[src/rtl/hilo_pkg.sv]
// Shared types and constants for the HI/LO multiply control stage.
package hilo_pkg;

  typedef enum logic {
    IDLE = 1'b0,
    WAIT = 1'b1
  } state_t;

  localparam logic RD_LO = 1'b0;
  localparam logic RD_HI = 1'b1;

  localparam int CNT_W = 4;

endpackage

[src/rtl/hilo_mpy_ctrl.sv]
// HI/LO register stage for an external combinational signed multiplier.
// The operand pair is registered at launch and held for MPY_LAT cycles so
// the multiplier output can settle before the product lands in HI/LO.
module hilo_mpy_ctrl
  import hilo_pkg::*;
#(
  parameter int W       = 32,
  parameter int MPY_LAT = 2
) (
  input  logic           clk,
  input  logic           reset,
  input  logic           start,
  input  logic [W-1:0]   op_a,
  input  logic [W-1:0]   op_b,
  output logic [W-1:0]   a_q,
  output logic [W-1:0]   b_q,
  input  logic [2*W-1:0] prod_in,
  input  logic           mthi,
  input  logic           mtlo,
  input  logic [W-1:0]   wr_data,
  input  logic           rd_sel,
  output logic [W-1:0]   rd_data,
  output logic [W-1:0]   hi,
  output logic [W-1:0]   lo,
  output logic           busy,
  output logic           done
);

  // Counter load value: the launch edge itself counts as the first settle
  // cycle, so the capture edge is the one where the counter reaches zero.
  localparam logic [CNT_W-1:0] CNT_INIT = CNT_W'(MPY_LAT - 1);

  state_t           state;
  state_t           state_next;
  logic [CNT_W-1:0] cnt;
  logic             launch;
  logic             capture;

  // State register; reset drops any in-flight operation back to IDLE.
  always_ff @(posedge clk) begin
    if (reset) begin
      state <= IDLE;
    end else begin
      state <= state_next;
    end
  end

  // Next-state decode plus the launch/capture strobes used by the datapath.
  always_comb begin
    state_next = state;
    launch     = 1'b0;
    capture    = 1'b0;
    case (state)
      IDLE: begin
        if (start) begin
          launch     = 1'b1;
          state_next = WAIT;
        end
      end
      WAIT: begin
        if (cnt == '0) begin
          capture    = 1'b1;
          state_next = IDLE;
        end
      end
      default: state_next = IDLE;
    endcase
  end

  // Operand latch, settle counter, HI/LO update and done pulse. A launch in
  // IDLE takes priority over mthi/mtlo, and moves are locked out while busy.
  always_ff @(posedge clk) begin
    if (reset) begin
      a_q  <= '0;
      b_q  <= '0;
      cnt  <= '0;
      hi   <= '0;
      lo   <= '0;
      done <= 1'b0;
    end else begin
      done <= capture;
      if (launch) begin
        a_q <= op_a;
        b_q <= op_b;
        cnt <= CNT_INIT;
      end else if (state == WAIT && cnt != '0) begin
        cnt <= cnt - 1'b1;
      end
      if (capture) begin
        hi <= prod_in[2*W-1:W];
        lo <= prod_in[W-1:0];
      end else if (state == IDLE && !start) begin
        if (mthi) begin
          hi <= wr_data;
        end
        if (mtlo) begin
          lo <= wr_data;
        end
      end
    end
  end

  assign busy    = (state == WAIT);
  assign rd_data = (rd_sel == RD_HI) ? hi : lo;

endmodule

[config.mk]
export PLATFORM = sky130hd
export DESIGN_NAME = hilo_mpy_ctrl
export DESIGN_NICKNAME = d
export VERILOG_FILES = /design/src/rtl/hilo_pkg.sv /design/src/rtl/hilo_mpy_ctrl.sv
export SDC_FILE = /design/constraint.sdc
export NUM_CORES = 1
export LEC_CHECK = 0
export ABC_CLOCK_PERIOD_IN_PS = 1700
export CORE_AREA = 2 2 128 130
export DETAILED_ROUTE_END_ITERATION = 8
export DIE_AREA = 0 0 130 132
export PLACE_DENSITY = 0.86
export SYNTH_ARGS = -nofsm -noshare
export SYNTH_HDL_FRONTEND = slang
export SYNTH_SLANG_ARGS = --single-unit
[constraint.sdc]
create_clock -name clk -period 1.7 [get_ports clk]
set_input_delay 0.17 -clock clk [delete_from_list [all_inputs] [get_ports clk]]
set_output_delay 0.17 -clock clk [all_outputs]
set_load 0.05 [all_outputs]
=== After elaboration in Yosys (flattened, before gate mapping) ===
Cells that the tools add are included.

* Bits in registers: 134
* Input port bits: 166
* Output and inout bits: 162
* Word-level logic and storage cells: 37

* Add/sub/neg operators: 1
* Mux-type cells: 15
* Bitwise logic cells: 1
* Reduce and logical (&&, ||, !) cells: 12

{| class="wikitable"
|+ Operators with widths
! cell !! number
|-
| $mux W32 || 7
|-
| $reduce_bool A2 Y1 || 4
|-
| $mux W1 || 7
|-
| $logic_not A4 Y1 || 1
|-
| $reduce_and A2 Y1 || 2
|-
| $reduce_bool A4 Y1 || 1
|-
| $sub A4 B1 Y4 const B || 1
|-
| $logic_and A1 B1 Y1 || 2
|-
| $pmux W1 S2 || 1
|-
| $reduce_or A2 Y1 || 1
|-
| $logic_not A1 Y1 || 1
|-
| $not A1 Y1 || 1
|}

=== Depth between registers and ports, before layout ===
* Word-level depth: 5
* Depth in mapped cells: 7
* Gate-level depth less buffers: 5

=== Worst setup path before layout ===
Ideal clock, no wire load.

* Path kind: register to register
* Start: register state, in the netlist busy
* End: register a_q[19]
* Library setup time: 0.070 ns
* Arrival time: 1.611 ns
* Data required time: 1.630 ns
* Setup slack: 0.018 ns
* Stages on the path, launching flop included: 7
* Path buffers: 3
* Period minus slack after synthesis: 1.682 ns
* Path through: dfxtp_1 buf_4 nand2b_1 buf_2 buf_2 nand2_1 a21oi_1

* Word-level cells in the longest chain between the ends: 1

{| class="wikitable"
|+ RTL lines
! item !! RTL line !! RTL
|-
| start: declaration || hilo_mpy_ctrl.sv:33 || <nowiki>state_t state;</nowiki>
|-
| start signal: assignment || hilo_mpy_ctrl.sv:44 || <nowiki>state <= state_next;</nowiki>
|-
| $mux W1 || hilo_mpy_ctrl.sv:53 || <nowiki>case (state)</nowiki>
|-
| end signal: assignment || hilo_mpy_ctrl.sv:83 || <nowiki>a_q <= op_a;</nowiki>
|-
| end: declaration || hilo_mpy_ctrl.sv:15 || <nowiki>output logic [W-1:0] a_q,</nowiki>
|}

Every way passes these cells.
A chain may end at the register's enable or synchronous reset.

=== Worst setup path in the final report ===
* Start: input port rd_sel
* End: output port rd_data[30]

* Word-level cells in the longest chain between the ends: 1

{| class="wikitable"
|+ RTL lines
! item !! RTL line !! RTL
|-
| start: declaration || hilo_mpy_ctrl.sv:21 || <nowiki>input logic rd_sel,</nowiki>
|-
| $mux W32 || hilo_mpy_ctrl.sv:104 || <nowiki>assign rd_data = (rd_sel == RD_HI) ? hi : lo;</nowiki>
|-
| end: declaration || hilo_mpy_ctrl.sv:22 || <nowiki>output logic [W-1:0] rd_data,</nowiki>
|}

Every way passes these cells.

==> results.sh <==
export IMPL_rsz0062_at_grt="false"
export IMPL_critPathMaxStageDelay_ns=0.50
export IMPL_syn_area_sq_mm=0.00557
export IMPL_cts_sinks=134
export IMPL_viasPerCell=5.05
export IMPL_antenna_found_initial=1
export IMPL_cp_arrival_ns=1.47
export IMPL_ys_ff_latch=134
export IMPL_dpl_hpwl_um=15100
export IMPL_vias=6322
export IMPL_tightest_slew_ns=0.528
export IMPL_maxSlewViolCount=0
export IMPL_wl_um=20600
export IMPL_cp_slowest_cell="clkdlybuf4s50_1"
export IMPL_status="finished, final reports clean"
export IMPL_grt_pass1_vias=6264
export IMPL_synth_fp_nets=870
export IMPL_p_sw_w=0.00378
export IMPL_period_share_pct=96.4
export IMPL_routedWlPerCell_um=16.4
export IMPL_gr_total_overflow=0
export IMPL_start_util_pct=35.5
export IMPL_clock_latency_ns=0.41
export IMPL_yosys_area_top_type_share_pct=48.1
export IMPL_synth_cell_type_count=26
export IMPL_coreArea_sq_mm=0.0157
export IMPL_p_int_w=0.00713
export IMPL_hold_path_class="in2reg"
export IMPL_htreeDepth=4
export IMPL_path_clk_slew_ns=0.06
export IMPL_postSynthCellCount=703
export IMPL_die_h_um=132
export IMPL_antenna_cells=0
export IMPL_hold_slack_ns=0.219
export IMPL_drive_gt1_share_pct=15.6
export IMPL_seqPwrFrac_pct=33.2
export IMPL_dieArea_sq_mm=0.0172
export IMPL_cts_made_buffers=17
export IMPL_cp_max_fo=32
export IMPL_start_kind="input pin"
export IMPL_finalSetupViolCount=0
export IMPL_p_leak_nw=4.39
export IMPL_netlist_top_cells_area="dfxtp_1, nand2_1, nor2_1"
export IMPL_critPathTopFamily="buffers and inverters"
export IMPL_synth_area_per_cell_sq_um=7.93
export IMPL_place_gp_congestion=0.937
export IMPL_ir_drop_mv=0.745
export IMPL_cap_violations=0
export IMPL_yosys_warnings=0
export IMPL_cts_buffer_depth=2
export IMPL_power_frac_comb_pct=31.8
export IMPL_rr_startpoint="busy"
export IMPL_required_ns=1.53
export IMPL_endpoint_kind="primary output"
export IMPL_worstHoldStart="reset"
export IMPL_clockPowerShare_pct=34.9
export IMPL_io_pins=328
export IMPL_worstSetupStartpoint="rd_sel"
export IMPL_grt_pass1_wl_um=31600
export IMPL_grt_use_total_pct=23.2
export IMPL_final_cell_mix="clkdlybuf4s50_1, dfxtp_1, nand2_1, nor2_1, dlygate4sd2_1"
export IMPL_cts_root_buf="clkbuf_16"
export IMPL_yosysSeqAreaShare_pct=48.1
export IMPL_fmax_mhz=610
export IMPL_path_common_cell="buf_12"
export IMPL_nets=1191
export IMPL_finalCriticalPeriod_ns=1.64
export IMPL_power_per_cell_area_mw_per_mm2=1090
export IMPL_finClkSkew_ns=0.00779
export IMPL_postLayoutCoreUtil_pct=63.4
export IMPL_die_w_um=130
export IMPL_ant_nets=0
export IMPL_relSlewSlack_pct=64.9
export IMPL_portBuffers=327
export IMPL_firstDrtPassIters=4
export IMPL_hold_viol_final=0
export IMPL_area_delta_synth_final_pct=78.9
export IMPL_cts_hold_buf=0
export IMPL_p_sw_share_pct=34.7
export IMPL_critical_path_class="in2out"
export IMPL_drt_initial_drc_count=337
export IMPL_post_synth_top_area_cell="dfxtp_1"
export IMPL_grt_max_degree=51
export IMPL_critPathBufInv=3
export IMPL_path_cells="clkdlybuf4s50_1 > buf_12 > mux2_2 > buf_12"
export IMPL_num_rows=46
export IMPL_final_common_cell="clkdlybuf4s50_1"
export IMPL_cts_tree="yes"
export IMPL_drc=0
==> worst paths after layout <==
kind | endpoint | slack (ns) | cells after the start
worst min-delay path | lo[10] | 0.22 | 2
worst max register to register | hi[28] | 0.10 | 7
worst min register to register | b_q[28] | 0.45 | 2
worst max-delay path | rd_data[30] | 0.06 | 4
==> repair_timing <==
action,in CTS,in global routing
buffers inserted,0,1
pin swaps,0,1
endpoints found under the setup margin,108,42
resized for setup,108,5
gates cloned,0,1
==> layout make-up <==
class                   count  area [sq um]
well taps                 216           270
multi-input cells         505          2650
repair buffers            364          3740
flip-flops and latches    134          2680
clock inverters            14           176
clock buffers              18           439
fillers                  1332          5750
inverters                   2          7.51
==> synth_stat cells <==
library cell  instances
or3b_1                3
nor3_1               65
nor3b_2               2
nor2b_1               1
nand2_1             130
and4bb_2              1
mux2i_1               2
inv_1                 2
buf_2                40
a21oi_1              67
nor2_1              130
mux2_2               22
nand4bb_1             1
buf_4                 2
nand2b_1              1
clkbuf_1             20
ha_1                  1
nor4b_1               1
a311o_1               1
dfxtp_1             134
nor4_1               59
a31o_2                1
nor4_2                5
a31oi_1               1
mux2_1               10
nand4b_1              1
==> per-layer routing <==
layer	routed length (um)	GRT usage (%)	vias up
li1	-	-	3052
met1	7960	25.5	2921
met2	10200	41.4	308
met3	2010	8.28	39
met4	437	7.41	2
met5	12	0	-
==> metrics by stage <==
stage	total power (W)	cells	setup WS (ns)	area, sq um	TNS [ns]
2_1_floorplan	0.00569	703	0.0182	5570	0
3_3_place_gp	0.00724	1219	0.00905	9420	0
6_report	0.0109	1253	0.0604	9970	0
4_1_cts	0.0110	1251	0.000671	9910	0
3_5_place_dp	0.00730	1219	-0.111	9420	-1.11
5_1_grt	0.0113	1253	0.00513	9970	0
==> worst reg2reg max path, stage by stage, from the launching register on <==
cell and delay [ns]:
dfxtp_2 0.36, buf_4 0.17, buf_4 0.15, nor3b_4 0.22, buf_12 0.18, buf_4 0.14, nor3_1 0.04, nor4_1 0.23
==> power groups by stage <==
stage / sequential [W] / clock (W) / combinational, W
global placement: 0.00369 / 0 / 0.00355
finish: 0.00363 / 0.00381 / 0.00347
CTS: 0.00363 / 0.00387 / 0.00346
floorplan: 0.00458 / 0 / 0.00112
global route: 0.00366 / 0.00402 / 0.00366
detailed placement: 0.00370 / 0 / 0.00359
==> kinds of logic (layout without fill, tap and decap cells) <==
family                   Yosys count  after routing  synth area share (%)
buffers and inverters             64            398                  5.34
AO/OA/AOI/OAI                     70             70                  6.47
adder cells (fa/ha/maj)            1              1                 0.225
AND/OR/NAND/NOR                  400            400                  33.0
flip-flops                       134            134                  48.1
multiplexers                      34             34                  6.83
==> sequential cells by signal (all words and copies together) (netlist names) <==
signal and count:
cnt 4, b_q 32, hi 32, busy 1, a_q 32, lo 32, done 1
No activity file was read; power rests on OpenSTA's default activity.
